File: config.mk
export PLATFORM = sky130hd
export DESIGN_NAME = mem_access_unit
export DESIGN_NICKNAME = d
export VERILOG_FILES = /design/src/rtl/mau_pkg.sv /design/src/rtl/mau_lane_align.sv /design/src/rtl/mem_access_unit.sv
export SDC_FILE = /design/constraint.sdc
export NUM_CORES = 1
export LEC_CHECK = 0
export CAP_MARGIN = 25
export CORE_AREA = 2 2 92 94
export DETAILED_ROUTE_END_ITERATION = 12
export DIE_AREA = 0 0 94 96
export PLACE_DENSITY = 0.75
export SLEW_MARGIN = 20
export SYNTH_ARGS = -nofsm -noshare
export SYNTH_HDL_FRONTEND = slang
export SYNTH_SLANG_ARGS = --single-unit
export TNS_END_PERCENT = 5
File: constraint.sdc
create_clock -name clk -period 2.7 [get_ports clk]
set_input_delay 0.405 -clock clk [delete_from_list [all_inputs] [get_ports clk]]
set_output_delay 0.405 -clock clk [all_outputs]
set_load 0.02 [all_outputs]
File: src/rtl/mau_pkg.sv
// Shared definitions for the memory access unit: access sizes, FSM states,
// lane widths and the alignment-fault helper.
package mau_pkg;

  localparam int BYTE_W = 8;
  localparam int HALF_W = 16;

  typedef enum logic [1:0] {
    SIZE_BYTE = 2'b00,
    SIZE_HALF = 2'b01,
    SIZE_WORD = 2'b10,
    SIZE_ILL  = 2'b11
  } size_e;

  typedef enum logic [2:0] {
    IDLE      = 3'd0,
    LOAD_WAIT = 3'd1,
    RMW_READ  = 3'd2,
    RMW_WRITE = 3'd3,
    RESP      = 3'd4
  } mau_state_e;

  // High for a misaligned half/word access or the illegal size encoding.
  function automatic logic size_fault(input size_e size, input logic [1:0] offset);
    case (size)
      SIZE_BYTE: return 1'b0;
      SIZE_HALF: return offset[0];
      SIZE_WORD: return (offset != 2'b00);
      default:   return 1'b1;
    endcase
  endfunction

endpackage

File: src/rtl/mau_lane_align.sv
// Combinational lane steering: load-lane extraction/extension and, when
// MAU_SUBWORD_STORE_EN is defined, merging a store lane into a read word.
module mau_lane_align
  import mau_pkg::*;
#(
  parameter int DATA_WIDTH = 32
) (
  input  logic [DATA_WIDTH-1:0] rdata,
  input  logic [1:0]            offset,
  input  size_e                 size,
  input  logic                  is_unsigned,
`ifdef MAU_SUBWORD_STORE_EN
  input  logic [DATA_WIDTH-1:0] wdata,
  output logic [DATA_WIDTH-1:0] merged_data,
`endif
  output logic [DATA_WIDTH-1:0] load_data
);

  logic [BYTE_W-1:0] byte_s;
  logic [HALF_W-1:0] half_s;

  assign byte_s = rdata[{offset, 3'b000} +: BYTE_W];
  assign half_s = rdata[{offset[1], 4'b0000} +: HALF_W];

  // Load lane select with sign or zero extension
  always_comb begin
    load_data = {DATA_WIDTH{1'b0}};
    case (size)
      SIZE_BYTE: begin
        if (is_unsigned) begin
          load_data = {{(DATA_WIDTH-BYTE_W){1'b0}}, byte_s};
        end else begin
          load_data = {{(DATA_WIDTH-BYTE_W){byte_s[BYTE_W-1]}}, byte_s};
        end
      end
      SIZE_HALF: begin
        if (is_unsigned) begin
          load_data = {{(DATA_WIDTH-HALF_W){1'b0}}, half_s};
        end else begin
          load_data = {{(DATA_WIDTH-HALF_W){half_s[HALF_W-1]}}, half_s};
        end
      end
      SIZE_WORD: load_data = rdata;
      default:   load_data = {DATA_WIDTH{1'b0}};
    endcase
  end

`ifdef MAU_SUBWORD_STORE_EN
  // Overlay the right-aligned store lane onto the word read back from memory
  always_comb begin
    merged_data = rdata;
    case (size)
      SIZE_BYTE: merged_data[{offset, 3'b000} +: BYTE_W]    = wdata[BYTE_W-1:0];
      SIZE_HALF: merged_data[{offset[1], 4'b0000} +: HALF_W] = wdata[HALF_W-1:0];
      default:   merged_data = wdata;
    endcase
  end
`endif

endmodule

File: src/rtl/mem_access_unit.sv
// Load/store unit between the pipeline and a dual-port word memory.
// Sub-word stores use read-modify-write only when MAU_SUBWORD_STORE_EN is defined.
module mem_access_unit
  import mau_pkg::*;
#(
  parameter int DATA_WIDTH = 32,
  parameter int ADDR_WIDTH = 32,
  parameter int NUM_WORDS  = 128
) (
  input  logic                  clk,
  input  logic                  rst,
  input  logic                  req_valid,
  output logic                  req_ready,
  input  logic                  req_we,
  input  logic [1:0]            req_size,
  input  logic                  req_unsigned,
  input  logic [ADDR_WIDTH-1:0] req_addr,
  input  logic [DATA_WIDTH-1:0] req_wdata,
  output logic                  resp_valid,
  output logic [DATA_WIDTH-1:0] resp_rdata,
  output logic                  resp_err,
  output logic                  mem_wen,
  output logic [ADDR_WIDTH-1:0] mem_waddr,
  output logic [DATA_WIDTH-1:0] mem_wdata,
  output logic                  mem_ren,
  output logic [ADDR_WIDTH-1:0] mem_raddr,
  input  logic [DATA_WIDTH-1:0] mem_rdata
);

  localparam logic [ADDR_WIDTH-1:0] WORD_LIMIT = ADDR_WIDTH'(NUM_WORDS);

  mau_state_e            state_r, state_nxt_s;
  size_e                 size_s, size_r;
  logic [ADDR_WIDTH-1:0] index_s;
  logic                  req_err_s, accept_s;
  logic [1:0]            offset_r;
  logic                  unsigned_r, err_r;
  logic [DATA_WIDTH-1:0] load_data_s;
`ifdef MAU_SUBWORD_STORE_EN
  logic [ADDR_WIDTH-1:0] index_r;
  logic [DATA_WIDTH-1:0] wdata_r, merged_s, merged_r;
`endif

  assign size_s   = size_e'(req_size);
  assign index_s  = req_addr >> 2'd2;
  assign accept_s = req_valid && req_ready;

`ifdef MAU_SUBWORD_STORE_EN
  assign req_err_s = size_fault(size_s, req_addr[1:0]) || (index_s >= WORD_LIMIT);
`else
  assign req_err_s = size_fault(size_s, req_addr[1:0]) || (index_s >= WORD_LIMIT) ||
                     (req_we && (size_s != SIZE_WORD));
`endif

  mau_lane_align #(.DATA_WIDTH(DATA_WIDTH)) u_lane_align (
    .rdata       (mem_rdata),
    .offset      (offset_r),
    .size        (size_r),
    .is_unsigned (unsigned_r),
`ifdef MAU_SUBWORD_STORE_EN
    .wdata       (wdata_r),
    .merged_data (merged_s),
`endif
    .load_data   (load_data_s)
  );

  // State register and capture of the accepted request
  always_ff @(posedge clk or posedge rst) begin
    if (rst) begin
      state_r    <= IDLE;
      offset_r   <= 2'b00;
      size_r     <= SIZE_BYTE;
      unsigned_r <= 1'b0;
      err_r      <= 1'b0;
    end else begin
      state_r <= state_nxt_s;
      if (accept_s) begin
        offset_r   <= req_addr[1:0];
        size_r     <= size_s;
        unsigned_r <= req_unsigned;
        err_r      <= req_err_s;
      end
    end
  end

`ifdef MAU_SUBWORD_STORE_EN
  // Store target and data capture; merged word is registered during RMW_READ
  always_ff @(posedge clk or posedge rst) begin
    if (rst) begin
      index_r  <= {ADDR_WIDTH{1'b0}};
      wdata_r  <= {DATA_WIDTH{1'b0}};
      merged_r <= {DATA_WIDTH{1'b0}};
    end else begin
      if (accept_s) begin
        index_r <= index_s;
        wdata_r <= req_wdata;
      end
      if (state_r == RMW_READ) begin
        merged_r <= merged_s;
      end
    end
  end
`endif

  // Next-state and port drive; everything is held low while rst is high
  always_comb begin
    state_nxt_s = state_r;
    req_ready   = 1'b0;
    resp_valid  = 1'b0;
    resp_err    = 1'b0;
    resp_rdata  = {DATA_WIDTH{1'b0}};
    mem_wen     = 1'b0;
    mem_waddr   = {ADDR_WIDTH{1'b0}};
    mem_wdata   = {DATA_WIDTH{1'b0}};
    mem_ren     = 1'b0;
    mem_raddr   = {ADDR_WIDTH{1'b0}};
    if (rst) begin
      state_nxt_s = IDLE;
    end else begin
      case (state_r)
        IDLE: begin
          req_ready = 1'b1;
          if (!req_valid) begin
            state_nxt_s = IDLE;
          end else if (req_err_s) begin
            state_nxt_s = RESP;
          end else if (!req_we) begin
            mem_ren     = 1'b1;
            mem_raddr   = index_s;
            state_nxt_s = LOAD_WAIT;
          end else if (size_s == SIZE_WORD) begin
            mem_wen     = 1'b1;
            mem_waddr   = index_s;
            mem_wdata   = req_wdata;
            state_nxt_s = RESP;
          end else begin
`ifdef MAU_SUBWORD_STORE_EN
            mem_ren     = 1'b1;
            mem_raddr   = index_s;
            state_nxt_s = RMW_READ;
`else
            state_nxt_s = RESP;
`endif
          end
        end
        LOAD_WAIT: begin
          resp_valid  = 1'b1;
          resp_rdata  = load_data_s;
          state_nxt_s = IDLE;
        end
`ifdef MAU_SUBWORD_STORE_EN
        RMW_READ: begin
          state_nxt_s = RMW_WRITE;
        end
        RMW_WRITE: begin
          mem_wen     = 1'b1;
          mem_waddr   = index_r;
          mem_wdata   = merged_r;
          state_nxt_s = RESP;
        end
`endif
        RESP: begin
          resp_valid  = 1'b1;
          resp_err    = err_r;
          state_nxt_s = IDLE;
        end
        default: state_nxt_s = IDLE;
      endcase
    end
  end

endmodule

==> results by group <==
CTS
  – Hold buffers post-CTS: 0
  – Buffer depth of the longest clock path: 2
  – H-tree depth: 1
  – Reg clk slew, reported paths: 0.04 ns
  – Root Buffer: clkbuf_8
  – TritonCTS clock tree: yes
  – Clock Latency Late Sink: 0.22 ns
  – Num CTS Buffers: 3
  – Clock Sink Count: 8

Synth
  – Syn_area_per_cell: about 7.1 µm²
  – Post-synth EDFFs: 0
  – Sequential area share after synthesis: 10.6%
  – Synth Cell Area: 0.00190 mm²
  – Synth Flop Type: dfrtp_1
  – Ys Warns: 0
  – Synthesized instance count: roughly 270
  – Asr flop ratio synth: between 90% and 100%
  – Synthesis-stage register bit count: 8
  – Synth cell types: 37

GRT
  – Total track usage: between 15 and 20%
  – Number of global-route vias before repair: ~2.5k
  – Global-route wire length before repair: 12.5 mm
  – Largest net degree at the start of global routing: 48
  – Initial antenna violation count: 0
  – Total grt overflow: 0

Power and ir drop
  – Leak: 2.43 nW
  – Tot Pwr: 873 µW
  – Max VDD drop: 0.116 mV
  – Pwr Density: roughly 220 mW/mm²

Timing
  – Final hold slack: 0.513 ns
  – RSZ-0062 raised after global routing: true
  – Max Freq: 378 MHz
  – Minimum clock period: 2.65 ns
  – Fin Clk Skew: 0.000725 ns
  – Slew Viols, Final: 0
  – Final setup fails: 0
  – Final Hold Fails: 0
  – Final period util: 98.0%

Place
  – Port Buffers: 185
  – Post-DP HPWL: 7.29 mm
  – RePlAce Congestion: between 0.7 and 0.8

Worst setup path
  – CP Launch Type: input pin
  – Crit-path max FO: 23
  – Critical path class: input pin to output pin
  – Critical path arrival: roughly 2.2 ns
  – Critical path required time: 2.30 ns
  – Cell Chain, Critical Path: clkdlybuf4s50_1, nor3b_4, o22ai_4, nor4_4, buf_4, clkbuf_16, and3_1, buf_2
  – Max incr delay on CP: 0.53 ns
  – Crit-path slowest cell: clkdlybuf4s50_1
  – CP Capture Type: output pin

Floorplanning
  – DIE AREA: roughly 0.009 mm²
  – Row count: 33
  – Initial core utilization: a little under a quarter
  – Die X: 94 µm
  – Ports: 236
  – Core area: just over 0.008 mm²
  – Chip Height: 96 µm

Drt
  – Via count: 2,639
  – DR WL/cell: 15.8 µm
  – DRT iter0 DRCs: 62
  – DR DRC count: 0
  – Final wirelength: 9.06 mm
  – Via density: ~4.6
  – Detailed Routing Iterations Pass 1: 4
  – ANT nets after route: 0

Status
  – Run status: finished clean

Layout
  – Area delta synth->final: 110%
  – Layout cells sized above 1: 26.1%
  – Ant diodes: 0
  – Final nets: ~580

Worst hold path
  – Tightest Hold Check Type: flip-flop to flip-flop

Run
  – Max cap viols: 0
## worst max-delay path, delay by kind of cell
family	cells	cell delay (ns)
compound gates	1	0.11
buf+inv	4	1.04
simple gates	3	0.66
## cells in the final DEF, fill, tap and decap left out, types with 3 or more instances in the layout
cell             netlist  layout
buf_4                 50      43
ha_1                   3       3
nand3_1                8       8
buf_2                  3      27
inv_1                  6       6
clkdlybuf4s50_1        0      93
a22oi_1               15      15
dfrtp_1                8       6
a21oi_1               33      33
mux2_2                14      14
and3b_1                7       7
dlygate4sd2_1          0       3
and3_1                40      39
nor2b_1                7       4
buf_12                 0       4
conb_1                 1      50
nor4_2                 1       4
nor2_1                 6       5
nand2_1               20      19
clkbuf_8               0       3
buf_6                  2       8
o21ai_0                3       3
dlymetal6s2s_1         0      41
## where the power goes
part | internal (mW) | switching, mW | total (mW)
logic | 0.293 | 0.285 | 0.578
registers | 0.136 | 0.0193 | 0.155
clock network | 0.0963 | 0.0442 | 0.141
## synthesized netlist by cell type (7+ instances only)
master	count	area, µm²
nor2b_1	7	43.8
and3_1	40	250
nand3_1	8	40.0
dfrtp_1	8	200
clkbuf_1	17	63.8
a21oi_1	33	165
mux2_2	14	158
and3b_1	7	61.3
buf_4	50	375
a22oi_1	15	113
nand2_1	20	75.1
## cell families after synthesis
family	synth area share [%]
other cells	0.198
flops	10.6
simple gates	32.6
buf+inv	26.6
compound gates	19.2
mux	8.84
fa+ha+maj	1.98
## sequential cells by signal, summed over array words and instances (netlist names)
register,count
offset_r,2
size_r,2
state_r,2
err_r,1
unsigned_r,1
## area by class of cell
| cell class | instances | area, µm² |
|---|---|---|
| Fill cell | 779 | 4060 |
| Timing Repair Buffer | 220 | 2120 |
| Multi-Input combinational cell | 230 | 1470 |
| Sequential cell | 8 | 203 |
| Tap cell | 105 | 131 |
| Clock buffer | 3 | 41.3 |
| Inverter | 6 | 22.5 |
## metal layers
metal  wire (µm)  vias up  global-route usage [%]
li1            -     1251                       -
met1        3170     1214                    18.1
met2        4820      162                    34.8
met3         906       12                    5.48
met4         163        0                    4.95
met5           0        -                       0
## through the flow
step | worst slack [ns] | util [%] | instances | area [µm²] | TNS, ns
3_5_place_dp | -0.426 | 48.1 | 566 | 3870 | -22.17
6_report | 0.0529 | 49.5 | 572 | 3990 | 0
2_1_floorplan | 0.274 | - | 317 | 2080 | 0
3_3_place_gp | -0.413 | 48.1 | 566 | 3870 | -21.28
5_1_grt | -0.0429 | 49.5 | 572 | 3990 | -0.503
4_1_cts | -0.0690 | 46.4 | 570 | 3730 | -0.0690
## path summary, 6_finish.rpt
check                                     start                       to  slack (ns)  depth (start not counted)
min                           err_r$_DFFE_PP0P_        err_r$_DFFE_PP0P_        0.51                          2
min reg2reg                   err_r$_DFFE_PP0P_        err_r$_DFFE_PP0P_        0.51                          2
max reg2reg                state_r[0]$_DFF_PP0_     state_r[0]$_DFF_PP0_        1.11                          9
min in group asynchronous                   rst        err_r$_DFFE_PP0P_        0.67                          4
max                                 req_size[1]            mem_wdata[23]        0.05                          8
max in group asynchronous                   rst  offset_r[1]$_DFFE_PP0P_        1.89                          4
## what timing repair did
action                     in CTS  in global routing
setup endpoints to repair      70                 75
setup buffers                   1                  1
pin swaps                       2                 10
resized for setup             202                 82
gates cloned                    0                  1
Power figures use the tool's default switching activity.
